==> src/rtl/payload_engine_sched.sv <==
// Payload scheduler for the match-engine bank: streams one packet's bytes to the
// shared char-class decoder, drives engine clear/enable, waits for the engine
// pipeline to settle and hands the per-engine match vector downstream.
module payload_engine_sched #(
  parameter int unsigned NUM_ENG   = 16,
  parameter int unsigned DRAIN_CYC = 2,
  parameter int unsigned MAX_LEN   = 1514,
  parameter int unsigned LEN_W     = 11
) (
  input  logic               clk,
  input  logic               rst_n,
  input  logic [7:0]         s_data,
  input  logic               s_valid,
  input  logic               s_last,
  output logic               s_ready,
  output logic [7:0]         char_byte,
  output logic               eng_en,
  output logic               eng_sod,
  input  logic [NUM_ENG-1:0] eng_match,
  output logic [NUM_ENG-1:0] m_match,
  output logic [LEN_W-1:0]   m_len,
  output logic               m_trunc,
  output logic               m_valid,
  input  logic               m_ready,
  output logic               busy
);

  localparam logic [LEN_W-1:0] MaxLen    = LEN_W'(MAX_LEN);
  localparam logic [3:0]       DrainLoad = 4'(DRAIN_CYC - 1);

  typedef enum logic [1:0] {StIdle, StScan, StDrain, StReport} state_e;

  state_e               state_q, state_d;
  logic [LEN_W-1:0]     len_q, len_d;
  logic                 trunc_q, trunc_d;
  logic [3:0]           drain_cnt_q, drain_cnt_d;
  logic [7:0]           char_byte_q, char_byte_d;
  logic                 eng_en_q, eng_en_d;
  logic                 eng_sod_q, eng_sod_d;
  logic [NUM_ENG-1:0]   m_match_q, m_match_d;
  logic [LEN_W-1:0]     m_len_q, m_len_d;
  logic                 m_trunc_q, m_trunc_d;
  logic                 m_valid_q, m_valid_d;
  logic                 busy_q, busy_d;

  // Next-state, counters and registered-output next values
  always_comb begin
    state_d     = state_q;
    len_d       = len_q;
    trunc_d     = trunc_q;
    drain_cnt_d = drain_cnt_q;
    char_byte_d = char_byte_q;
    eng_en_d    = 1'b0;
    m_match_d   = m_match_q;
    m_len_d     = m_len_q;
    m_trunc_d   = m_trunc_q;
    m_valid_d   = m_valid_q;
    s_ready     = 1'b0;

    unique case (state_q)
      StIdle: begin
        if (s_valid) state_d = StScan;
      end
      StScan: begin
        s_ready = 1'b1;
        if (s_valid) begin
          char_byte_d = s_data;
          // Bytes past MAX_LEN are swallowed without clocking the engines
          if (len_q < MaxLen) begin
            eng_en_d = 1'b1;
            len_d    = len_q + 1'b1;
          end else begin
            trunc_d = 1'b1;
          end
          if (s_last) begin
            state_d     = StDrain;
            drain_cnt_d = DrainLoad;
          end
        end
      end
      StDrain: begin
        if (drain_cnt_q == 4'd0) begin
          m_match_d = eng_match;
          m_len_d   = len_q;
          m_trunc_d = trunc_q;
          m_valid_d = 1'b1;
          state_d   = StReport;
        end else begin
          drain_cnt_d = drain_cnt_q - 4'd1;
        end
      end
      StReport: begin
        // m_valid is always high here, so m_ready alone completes the handshake
        if (m_ready) begin
          m_valid_d = 1'b0;
          len_d     = '0;
          trunc_d   = 1'b0;
          state_d   = StIdle;
        end
      end
      default: state_d = StIdle;
    endcase

    // Engines are held clear whenever no packet is being scanned or drained
    eng_sod_d = (state_d == StIdle) || (state_d == StReport);
    busy_d    = (state_d != StIdle);
  end

  // State and output registers
  always_ff @(posedge clk or negedge rst_n) begin
    if (!rst_n) begin
      state_q     <= StIdle;
      len_q       <= '0;
      trunc_q     <= 1'b0;
      drain_cnt_q <= '0;
      char_byte_q <= '0;
      eng_en_q    <= 1'b0;
      eng_sod_q   <= 1'b1;
      m_match_q   <= '0;
      m_len_q     <= '0;
      m_trunc_q   <= 1'b0;
      m_valid_q   <= 1'b0;
      busy_q      <= 1'b0;
    end else begin
      state_q     <= state_d;
      len_q       <= len_d;
      trunc_q     <= trunc_d;
      drain_cnt_q <= drain_cnt_d;
      char_byte_q <= char_byte_d;
      eng_en_q    <= eng_en_d;
      eng_sod_q   <= eng_sod_d;
      m_match_q   <= m_match_d;
      m_len_q     <= m_len_d;
      m_trunc_q   <= m_trunc_d;
      m_valid_q   <= m_valid_d;
      busy_q      <= busy_d;
    end
  end

  assign char_byte = char_byte_q;
  assign eng_en    = eng_en_q;
  assign eng_sod   = eng_sod_q;
  assign m_match   = m_match_q;
  assign m_len     = m_len_q;
  assign m_trunc   = m_trunc_q;
  assign m_valid   = m_valid_q;
  assign busy      = busy_q;

endmodule

==> config.mk <==
export PLATFORM = sky130hd
export DESIGN_NAME = payload_engine_sched
export DESIGN_NICKNAME = d
export VERILOG_FILES = /design/src/rtl/payload_engine_sched.sv
export SDC_FILE = /design/constraint.sdc
export NUM_CORES = 1
export LEC_CHECK = 0
export BUFFER_PORTS_ARGS = -buffer_cell sky130_fd_sc_hd__buf_2
export CAP_MARGIN = 20
export CORE_MARGIN = 2
export CORE_UTILIZATION = 52
export DETAILED_ROUTE_END_ITERATION = 8
export HOLD_SLACK_MARGIN = 0.05
export PLACE_DENSITY = 0.82
export REMOVE_ABC_BUFFERS = 1
export SLEW_MARGIN = 0
export SYNTH_ARGS = -nofsm -noshare
export SYNTH_HDL_FRONTEND = slang
export SYNTH_SLANG_ARGS = --single-unit
==> constraint.sdc <==
create_clock -name clk -period 2.1 [get_ports clk]
set_input_delay 0 -clock clk [delete_from_list [all_inputs] [get_ports clk]]
set_output_delay 0 -clock clk [all_outputs]
set_load 0.03 [all_outputs]
# ---- Yosys cells after proc, flatten, opt, wreduce, memory -nomap -nowiden
# Cells that the tools add are included.
dict set report totals {
  wordCells 64
  ff_bits 58
  input_bits 29
}
dict set report op_classes {
  eq_ne 11
  n_addsub 2
  reduce_logical 14
  order_cmp 1
  mux 24
}
# op n
set ops {}
lappend ops {{11-bit two-way mux} 3}
lappend ops {{11-bit one-hot mux with 2 select lines} 1}
lappend ops {{2-bit != test, second input constant} 7}
lappend ops {{4-bit two-way mux} 3}
lappend ops {{4-bit AND reduction} 3}
lappend ops {{11-bit by 1-bit adder with 11-bit output, second input constant} 1}
lappend ops {{11-bit less-than comparator, second input constant} 1}
lappend ops {{2-bit two-way mux} 5}
lappend ops {{1-bit two-way mux} 8}
lappend ops {{2-bit one-hot mux with 4 select lines} 1}
lappend ops {{4-bit one-hot mux with 2 select lines} 1}
lappend ops {{2-bit nonzero test} 4}
lappend ops {{2-bit == test, second input constant} 3}
lappend ops {{2-bit zero test} 2}
lappend ops {{4-bit zero test} 1}
lappend ops {{1-bit one-hot mux with 2 select lines} 2}
lappend ops {{2-bit AND reduction} 2}
lappend ops {{4-bit by 1-bit subtractor with 4-bit output, second input constant} 1}
lappend ops {{3-bit AND reduction} 1}
lappend ops {{2-bit by 1-bit == test with 1-bit output, second input constant} 1}
lappend ops {{1-bit logical OR} 1}

# ---- Depth between registers and ports, before layout
# Gate-level depths: netlist of the first run.
dict set report depth {
  word_depth 5
  depth_mapped 7
  ltp_nobuf 7
}

# ---- Worst setup path after synthesis of the first run
# Ideal clock, no wire load.
dict set report synth_path {
  kind {register to register}
  start {reg state_q[0]}
  end {reg eng_sod_q (netlist: eng_sod)}
  arrival_ns 1.722
  path_stages_with_launch 6
  period_less_slack_ns 1.794
  slack_ns 0.306
  required_time_ns 2.028
  cell_sequence {dfrtp_1 nor2b_1 and2_1 a22oi_1 ha_1 inv_1}
}
dict set report synth_between {
  elab_chain_cells 5
  elab_cells_between_ends 13
}
# item line_no
set synth_lines {}
lappend synth_lines {{from (decl)} 33} ;# state_e state_q, state_d;
lappend synth_lines {{from (signal assigned)} 112} ;# state_q <= StIdle;
lappend synth_lines {{from (signal assigned)} 125} ;# state_q <= state_d;
lappend synth_lines {{2-bit two-way mux} 75} ;# if (s_last) begin
lappend synth_lines {{2-bit two-way mux} 66} ;# if (s_valid) begin
lappend synth_lines {{2-bit one-hot mux with 4 select lines *} 60} ;# unique case (state_q)
lappend synth_lines {{2-bit == test or 2-bit zero test (tied branches)} 105} ;# eng_sod_d = (state_d == StIdle) || (state_d == StReport);
lappend synth_lines {{1-bit logical OR *} 105}
lappend synth_lines {{net eng_sod_d} 39} ;# logic eng_sod_q, eng_sod_d;
lappend synth_lines {{to (signal assigned)} 131} ;# eng_sod_q <= eng_sod_d;
lappend synth_lines {{to (decl)} 39}
# Mark *: on every way through the listed nets, which the timed path passes. The rest lies on a longest branch.
# A chain may end at the register's enable or synchronous reset.

# ---- Final worst setup path of the first run
dict set report layout_path {
  start {reg len_q[5]}
  end {reg len_q[3]}
}
dict set report layout_between {
  elab_chain_cells 3
}
# item line_no
set layout_lines {}
lappend layout_lines {{from (decl)} 34} ;# logic [LEN_W-1:0] len_q, len_d;
lappend layout_lines {{from (signal assigned)} 126} ;# len_q <= len_d;
lappend layout_lines {{11-bit less-than comparator} 69} ;# if (len_q < MaxLen) begin
lappend layout_lines {{2-bit != test (no line)} --}
lappend layout_lines {{4-bit AND reduction (no line)} --}
# Every way passes these cells.

==> impl_metrics.ini, run 1 <==
[floorplanning]
fp.dieArea_um2 = 5526
die_h_um = 74.34
ios = 70
start_util_pct = 54.11
coreArea_um2 = 4755
rows = 25
die_width_um = 74.34

[timing]
fin_skew_ns = 0.007506
drv_slew = 0
finalCritPeriodShare_pct = 81.51
slew_headroom_pct = 68.76
fmax_mhz = 584.2
worst_slew_pin_slew_ns = 0.4677
timing.final.ws_setup_ns = 0.3883
fin_crit_ns = 1.712
finalSetupTns_ns = 0
timing.hold.ws_ns = 0.08366
rsz0062_at_grt = no
hold_viol = 0
setup_viol = 0

[yosys]
netlist_area_um2 = 2572
ys.flop_type = dfrtp_1
yosys_warnings = 0
synth_seq_cells = 58
syn_inst = 220
ys_async_sr_fraction_pct = 100.0
avgSynthCellArea_um2 = 11.69
ys_seq_area_share_pct = 56.47
ys_types = 42
synth_edf_count = 0

[cells_and_area]
fillers = 323
multiInputGateArea_um2 = 1025
nNetsFinal = 355
mostFrequentLayoutCells = buf_2 (69), dfrtp_1 (57), nand2_1 (35), mux2_2 (28), dlygate4sd3_1 (27)
drive_above_1_share_pct = 39.02
final_area_um2 = 3482
area_growth_pct = 35.36
layout_commonest_cell = buf_2
register_area_um2 = 1453
n_antenna_cell = 0

[hold_path]
min_path_type = in -> async

[route]
post-route-drc-count = 0
dr_total_vias = 2098
antenna_left = 0
dr.pass1.iters = 4
wl_per_cell_um = 14.69
viasPerCell = 5.311
drt_iter0_drc = 122
wl_mm = 5.802

[clock_network]
h-tree-depth = 3
cts_tree = yes
cts.path.max_buffers = 2
clock_latency_ns = 0.33
cts.sinks = 58
clk_pin_slew_ns = 0.07
cts-root-buf = clkbuf_8
cts_resized = 0
post_cts_buffers = 0
numCtsBuffers = 9

[global_route]
grt_overflow = 0
grt_first_pass_wirelength_mm = 8.976
grt_usage_pct = 22.12
grt_pass1_vias = 1894
antenna_found_initial = 0
grt_max_degree = 31

[setup_path]
endpoint_kind = flip-flop
path_delay_family = compound AO/OA/AOI/OAI gates
rr_worst_depth = 4
critPathSlowestCell = dfrtp_1
timing.rr.end = len_q[3]$_DFFE_PN0P_
required_ns = 2.30
cp.buffers_inverters = 0
crit_arrival_ns = 1.91
cp-start-kind = flip-flop
crit_type = reg -> reg
r2r_start = len_q[5]$_DFFE_PN0P_
crit_chain = a31oi_1, a211oi_2, nand2b_4, o31ai_1
slowest_delay_ns = 0.51
r2r_setup_slack_ns = 0.39
cp_max_fo = 10

[placed_design]
hpwl_mm = 3.600
place_area_um2 = 2994
port_buffers = 69
gp_congestion = 0.8206
dp_slack_ns = 0.4049

[power]
powerDensity_nw_per_um2 = 1393
peakVddDrop_uv = 838.7
leakage_nw = 1.701

[status]
outcome = complete, no violations

[flow_run]
drv_cap = 0
==> layout make-up <==
cell class              instances  share of cell area (%)
clock buffers                  10                   3.953
repair buffers                101                   19.12
inverters                      10                   1.078
well taps                      67                   2.407
clock inverters                 6                   2.300
flip-flops and latches         58                   41.72
multi-input cells             143                   29.43
==> worst max-delay path by stage <==
stage | from | endpoint | slack [ns] | depth (start not counted)
2_1_floorplan | state_q[0]$_DFF_PN0_ | eng_sod$_DFF_PN1_ | 0.11 | 5
3_5_place_dp | len_q[5]$_DFFE_PN0P_ | len_q[3]$_DFFE_PN0P_ | 0.40 | 4
5_1_grt | len_q[5]$_DFFE_PN0P_ | len_q[6]$_DFFE_PN0P_ | 0.22 | 4
3_3_place_gp | len_q[5]$_DFFE_PN0P_ | len_q[3]$_DFFE_PN0P_ | 0.46 | 4
4_1_cts | len_q[5]$_DFFE_PN0P_ | len_q[6]$_DFFE_PN0P_ | 0.40 | 4
6_report | len_q[5]$_DFFE_PN0P_ | len_q[3]$_DFFE_PN0P_ | 0.39 | 4
==> synthesized netlist by cell type (2+ instances only) <==
master	instances	share of area [%]
and2_1	3	0.73
inv_1	10	1.5
nand2_1	35	5.1
clkbuf_1	2	0.29
mux2_2	28	12
nor3b_1	3	0.88
buf_6	2	0.88
nor2b_1	4	0.97
ha_1	3	1.5
dfrtp_1	57	55
buf_2	4	0.78
nor3_1	6	1.2
a21oi_1	5	0.97
nand4_1	2	0.49
o21ai_0	10	1.9
o31ai_1	6	1.8
nor2_1	4	0.58
nand3_1	5	0.97
o22a_1	5	1.7
nor4_1	3	0.73
xor2_1	2	0.68
==> per-layer routing <==
layer	up-vias	global-route usage [%]	wire, um
met3	13	5.962	377
met1	1014	27.28	2430
met2	83	36.41	2871
li1	988	-	-
met4	0	10.52	122
met5	-	0	0
==> stage by stage <==
step,cells,power [mW],util (%)
final,395,4.850,73.24
after global routing,395,5.143,73.24
after CTS,395,4.861,73.24
after detailed placement,352,3.697,62.97
after global placement,352,3.636,62.97
after floorplan,211,3.116,-
==> flip-flops by register name (all words and copies together) (netlist names), 2 cells and up <==
| signal | count |
|---|---|
| len_q | 11 |
| drain_cnt_q | 4 |
| m_len | 11 |
| char_byte | 8 |
| state_q | 2 |
| m_match | 16 |
==> report_power, final <==
part	internal (mW)	total [mW]	switching (mW)
Sequential	1.52	1.79	0.273
Combinational	0.699	1.94	1.24
Clock	0.691	1.12	0.428
==> cells by family after synthesis <==
logic type               count (synthesis)  share of synthesized area [%]
AND/OR/NAND/NOR                         72                          13.86
flip-flops                              58                          56.47
AO/OA/AOI/OAI                           37                          11.19
multiplexers                            29                          12.65
buffers and inverters                   19                          3.697
adder cells (fa/ha/maj)                  3                          1.459
XOR/XNOR                                 2                         0.6811
==> repair_timing <==
action,in CTS,in global routing
endpoints found under the setup margin,0,0
endpoints found under the hold margin,87,0
hold buffers,27,0
No activity file was read; power rests on OpenSTA's default activity.
==> run 2, diff against run 1 <==
clock period = 1.8 ns   (was 2.1 ns; I/O delays follow)
==> run 2 against run 1 <==
Against the previous run:
- final cell count up 1.3%
- fmax down 3.6%
- sequential power up 17%
- clock power up 4%
- register-to-register slack worse by 0.36 ns
- routed wire length up 3.0%
- non-clock buffer count up 5
- hold slack better by 0.026 ns
- sequential share of layout area down 0.50 points
- critical path depth up 2
==> impl_metrics.ini, run 2 (synthesis results as in run 1) <==
[setup_path]
cp_max_fo = 30
endpoint_kind = flip-flop
r2r_setup_slack_ns = 0.02
required_ns = 2.00
crit_arrival_ns = 1.98
crit_type = reg -> reg
r2r_start = drain_cnt_q[0]$_DFFE_PN0P_
endpoint = m_match[9]$_DFFE_PN0P_
timing.rr.end = m_match[9]$_DFFE_PN0P_
rr_worst_depth = 6
worstSetupStartpoint = drain_cnt_q[0]$_DFFE_PN0P_
cp-start-kind = flip-flop

[cells_and_area]
final_area_um2 = 3525
largest_register_ffs = 16
nNetsFinal = 360
drive_above_1_share_pct = 40.24
n_antenna_cell = 0
fillers = 336
mostFrequentLayoutCells = buf_2 (69), dfrtp_1 (57), nand2_1 (35), mux2_2 (28), dlygate4sd3_1 (27)
layout_commonest_cell = buf_2
fin_cells = 400
area_growth_pct = 37.01

[route]
dr.pass1.iters = 4
drt_iter0_drc = 107
antenna_left = 0
wl_per_cell_um = 14.94
post-route-drc-count = 0
wl_mm = 5.976
dr_total_vias = 2076
viasPerCell = 5.190

[floorplanning]
fp.dieArea_um2 = 5526
ios = 70
coreArea_um2 = 4755
start_util_pct = 54.11
die_h_um = 74.34
die_width_um = 74.34
rows = 25

[timing]
fin_skew_ns = 0.004904
timing.hold.ws_ns = 0.1099
fin_crit_ns = 1.775
finalCritPeriodShare_pct = 98.63
drv_slew = 0
worst_slew_pin_slew_ns = 0.5528
rsz0062_at_grt = no
slew_headroom_pct = 63.15
hold_viol = 0
setup_viol = 0
finalSetupTns_ns = 0
fmax_mhz = 563.3
timing.final.ws_setup_ns = 0.02473

[clock_network]
h-tree-depth = 3
cts_tree = yes
cts.sinks = 58
cts.path.max_buffers = 2
cts-root-buf = clkbuf_8
clk_pin_slew_ns = 0.06
post_cts_buffers = 0
numCtsBuffers = 9
clock_latency_ns = 0.32

[global_route]
grt_max_degree = 36
grt_first_pass_wirelength_mm = 9.487
antenna_found_initial = 0
grt_usage_pct = 22.93
grt_overflow = 0
grt_pass1_vias = 2098

[flow_run]
drv_cap = 0

[placed_design]
place_area_um2 = 3044
port_buffers = 69
dp_slack_ns = 0.07592
dp.cells = 357
gp_congestion = 0.8248
hpwl_mm = 3.703

[power]
peakVddDrop_uv = 860.5
powerDensity_nw_per_um2 = 1581
leakage_nw = 1.723

[hold_path]
min_path_type = in -> reg

[status]
outcome = complete, no violations
==> run 2: per-layer routing <==
layer,GRT usage (%),routed length [um],vias to the layer above
li1,-,-,995
met1,27.82,2609,1008
met2,40.38,3016,69
met3,5.827,320,4
met4,7.143,30,0
met5,0,0,-
==> run 2: how the worst min path moves through the flow <==
| stage | start | cells past startpoint | slack (ns) | endpoint |
|---|---|---|---|---|
| 2_1_floorplan | rst_n | 0 | -0.30 | busy$_DFF_PN0_ |
| 3_3_place_gp | rst_n | 1 | 0.01 | m_match[8]$_DFFE_PN0P_ |
| 3_5_place_dp | rst_n | 1 | 0.02 | m_match[8]$_DFFE_PN0P_ |
| 4_1_cts | s_valid | 4 | 0.09 | state_q[0]$_DFF_PN0_ |
| 5_1_grt | s_valid | 4 | 0.13 | state_q[0]$_DFF_PN0_ |
| 6_report | s_valid | 4 | 0.11 | state_q[0]$_DFF_PN0_ |
==> run 2: power breakdown <==
group	switching (mW)	total (mW)	internal (mW)
clock network	0.479	1.17	0.687
logic	1.48	2.31	0.832
registers	0.321	2.10	1.77
total	2.28	5.57	3.29
==> run 2: layout make-up <==
class	instances	area [um^2]	share of cell area, %
clock buffers	15	196.4	5.573
flip-flops and latches	58	1453	41.21
well taps	67	83.83	2.378
inverters	10	37.54	1.065
multi-input cells	143	1033	29.32
clock inverters	1	5.005	0.1420
repair buffers	106	715.7	20.31
==> run 2: repair_timing <==
| item | CTS | global route |
|---|---|---|
| hold endpoints to repair | 52 | 0 |
| hold buffers | 27 | 0 |
| gates resized for setup | 0 | 2 |
| endpoints found under the setup margin | 0 | 2 |
==> run 2: metrics by stage <==
step	power, mW	util, %
after floorplan	3.635	-
after global placement	4.249	64.03
after detailed placement	4.347	64.03
after CTS	5.569	73.95
after global routing	5.898	74.13
final	5.571	74.13
==> run 2: critical path, stage by stage, from the launching register on <==
cell	delay, ns
dfrtp_1	0.38
inv_1	0.10
ha_1	0.20
nor3b_1	0.31
nand2_1	0.16
buf_12	0.20
mux2_2	0.29
==> run 3, diff against run 2 <==
RECOVER_POWER = 100   (was not set)
SLEW_MARGIN = 25   (was 0)
==> run 3 against run 2 <==
Against the previous run:
- non-clock buffer count unchanged
- critical path type unchanged
- sequential power about the same
- routed wire length is 0.59% higher
- die area is the same
- worst setup slack gained 0.0024 ns
==> impl_metrics.ini, run 3 (synthesis results as in run 1) <==
[status]
outcome = complete, no violations

[floorplanning]
ios = 70
die_width_um = 74.34
coreArea_um2 = 4755
fp.dieArea_um2 = 5526
die_h_um = 74.34
start_util_pct = 54.11
rows = 25

[clock_network]
numCtsBuffers = 9
cts_tree = yes
cts-root-buf = clkbuf_8
post_cts_buffers = 0
clk_pin_slew_ns = 0.06
cts.sinks = 58
clock_latency_ns = 0.32
cts.path.max_buffers = 2
h-tree-depth = 3

[setup_path]
r2r_start = drain_cnt_q[0]$_DFFE_PN0P_
timing.rr.end = m_match[9]$_DFFE_PN0P_
required_ns = 2.00
r2r_setup_slack_ns = 0.03
crit_chain = inv_1, ha_1, nor3b_1, nand2_1, buf_12, mux2_2
crit_arrival_ns = 1.98
slowest_delay_ns = 0.38
cp.buffers_inverters = 2
crit_type = reg -> reg
critPathSlowestCell = dfrtp_1
endpoint_kind = flip-flop
cp-start-kind = flip-flop
path_delay_family = simple AND/OR/NAND/NOR gates
rr_worst_depth = 6
cp_max_fo = 30

[global_route]
grt_pass1_vias = 2098
grt_overflow = 0
grt_usage_pct = 22.93
grt_first_pass_wirelength_mm = 9.487
grt_max_degree = 36
antenna_found_initial = 0

[hold_path]
min_path_type = in -> reg
min_to = state_q[0]$_DFF_PN0_
holdPathStages = 4
worstHoldStart = s_valid

[route]
antenna_left = 0
wl_per_cell_um = 15.03
dr_total_vias = 2083
post-route-drc-count = 0
viasPerCell = 5.208
dr.pass1.iters = 4
wl_mm = 6.011
drt_iter0_drc = 89

[cells_and_area]
nNetsFinal = 360
layout_commonest_cell = dfrtp_1
drive_above_1_share_pct = 26.73
fin_cells = 400
area_growth_pct = 34.48
mostFrequentLayoutCells = dfrtp_1 (57), clkbuf_1 (45), nand2_1 (35), mux2_2 (28)
n_antenna_cell = 0
largest_register_ffs = 16

[placed_design]
dp.cells = 357
port_buffers = 69
hpwl_mm = 3.703
dp_slack_ns = 0.07592
gp_congestion = 0.8248

[timing]
hold_viol = 0
worst_slew_pin_slew_ns = 1.320
drv_slew = 0
slew_headroom_pct = 11.98
timing.final.ws_setup_ns = 0.02708
timing.hold.ws_ns = 0.1115
rsz0062_at_grt = no
fin_skew_ns = 0.004864
finalSetupTns_ns = 0
fmax_mhz = 564.0
setup_viol = 0
finalCritPeriodShare_pct = 98.50
fin_crit_ns = 1.773

[power]
powerDensity_nw_per_um2 = 1582
peakVddDrop_uv = 838.3
leakage_nw = 1.574

[flow_run]
drv_cap = 0
run 3: power by group:
group          total (mW)  switching, mW  internal, mW
Combinational        2.20           1.48         0.718
Clock                1.17          0.480         0.687
Sequential           2.11          0.334          1.78
run 3: how the worst max path moves through the flow:
stage	start	endpoint	cells after the start
floorplan	state_q[0]$_DFF_PN0_	eng_sod$_DFF_PN1_	5
global placement	drain_cnt_q[0]$_DFFE_PN0P_	drain_cnt_q[0]$_DFFE_PN0P_	6
detailed placement	drain_cnt_q[0]$_DFFE_PN0P_	m_match[7]$_DFFE_PN0P_	6
CTS	drain_cnt_q[0]$_DFFE_PN0P_	m_match[7]$_DFFE_PN0P_	6
global route	drain_cnt_q[0]$_DFFE_PN0P_	m_match[9]$_DFFE_PN0P_	6
finish	drain_cnt_q[0]$_DFFE_PN0P_	m_match[9]$_DFFE_PN0P_	6
run 3: metrics by stage:
stage | total power [mW] | utilization, % | cell area, um^2
after floorplan | 3.635 | - | 2515
after global placement | 4.249 | 64.03 | 3044
final | 5.475 | 72.76 | 3460
after CTS | 5.569 | 73.95 | 3516
after global routing | 5.793 | 72.76 | 3460
after detailed placement | 4.347 | 64.03 | 3044
run 3: layer usage:
layer	track usage (%)	routed length (um)
met3	5.827	346
met2	40.38	3032
met5	0	0
met4	7.143	29
met1	27.82	2602
run 3: repair_timing:
action,in CTS,in global routing
setup endpoints to repair,0,2
gates resized for setup,0,2
endpoints found under the hold margin,52,0
hold buffers,27,0
run 3: worst min-delay path: stages:
cell    delay (ns)
buf_2         0.13
nor2_1        0.08
o31a_1        0.15
inv_1         0.04
run 3: area by class of cell:
cell class	count	area [um^2]
Timing Repair Buffer	106	655.6
Inverter	10	37.54
Clock inverter	1	5.005
Tap cell	67	83.83
Sequential cell	58	1453
Multi-Input combinational cell	143	1028
Clock buffer	15	196.4
Fill cell	368	1295
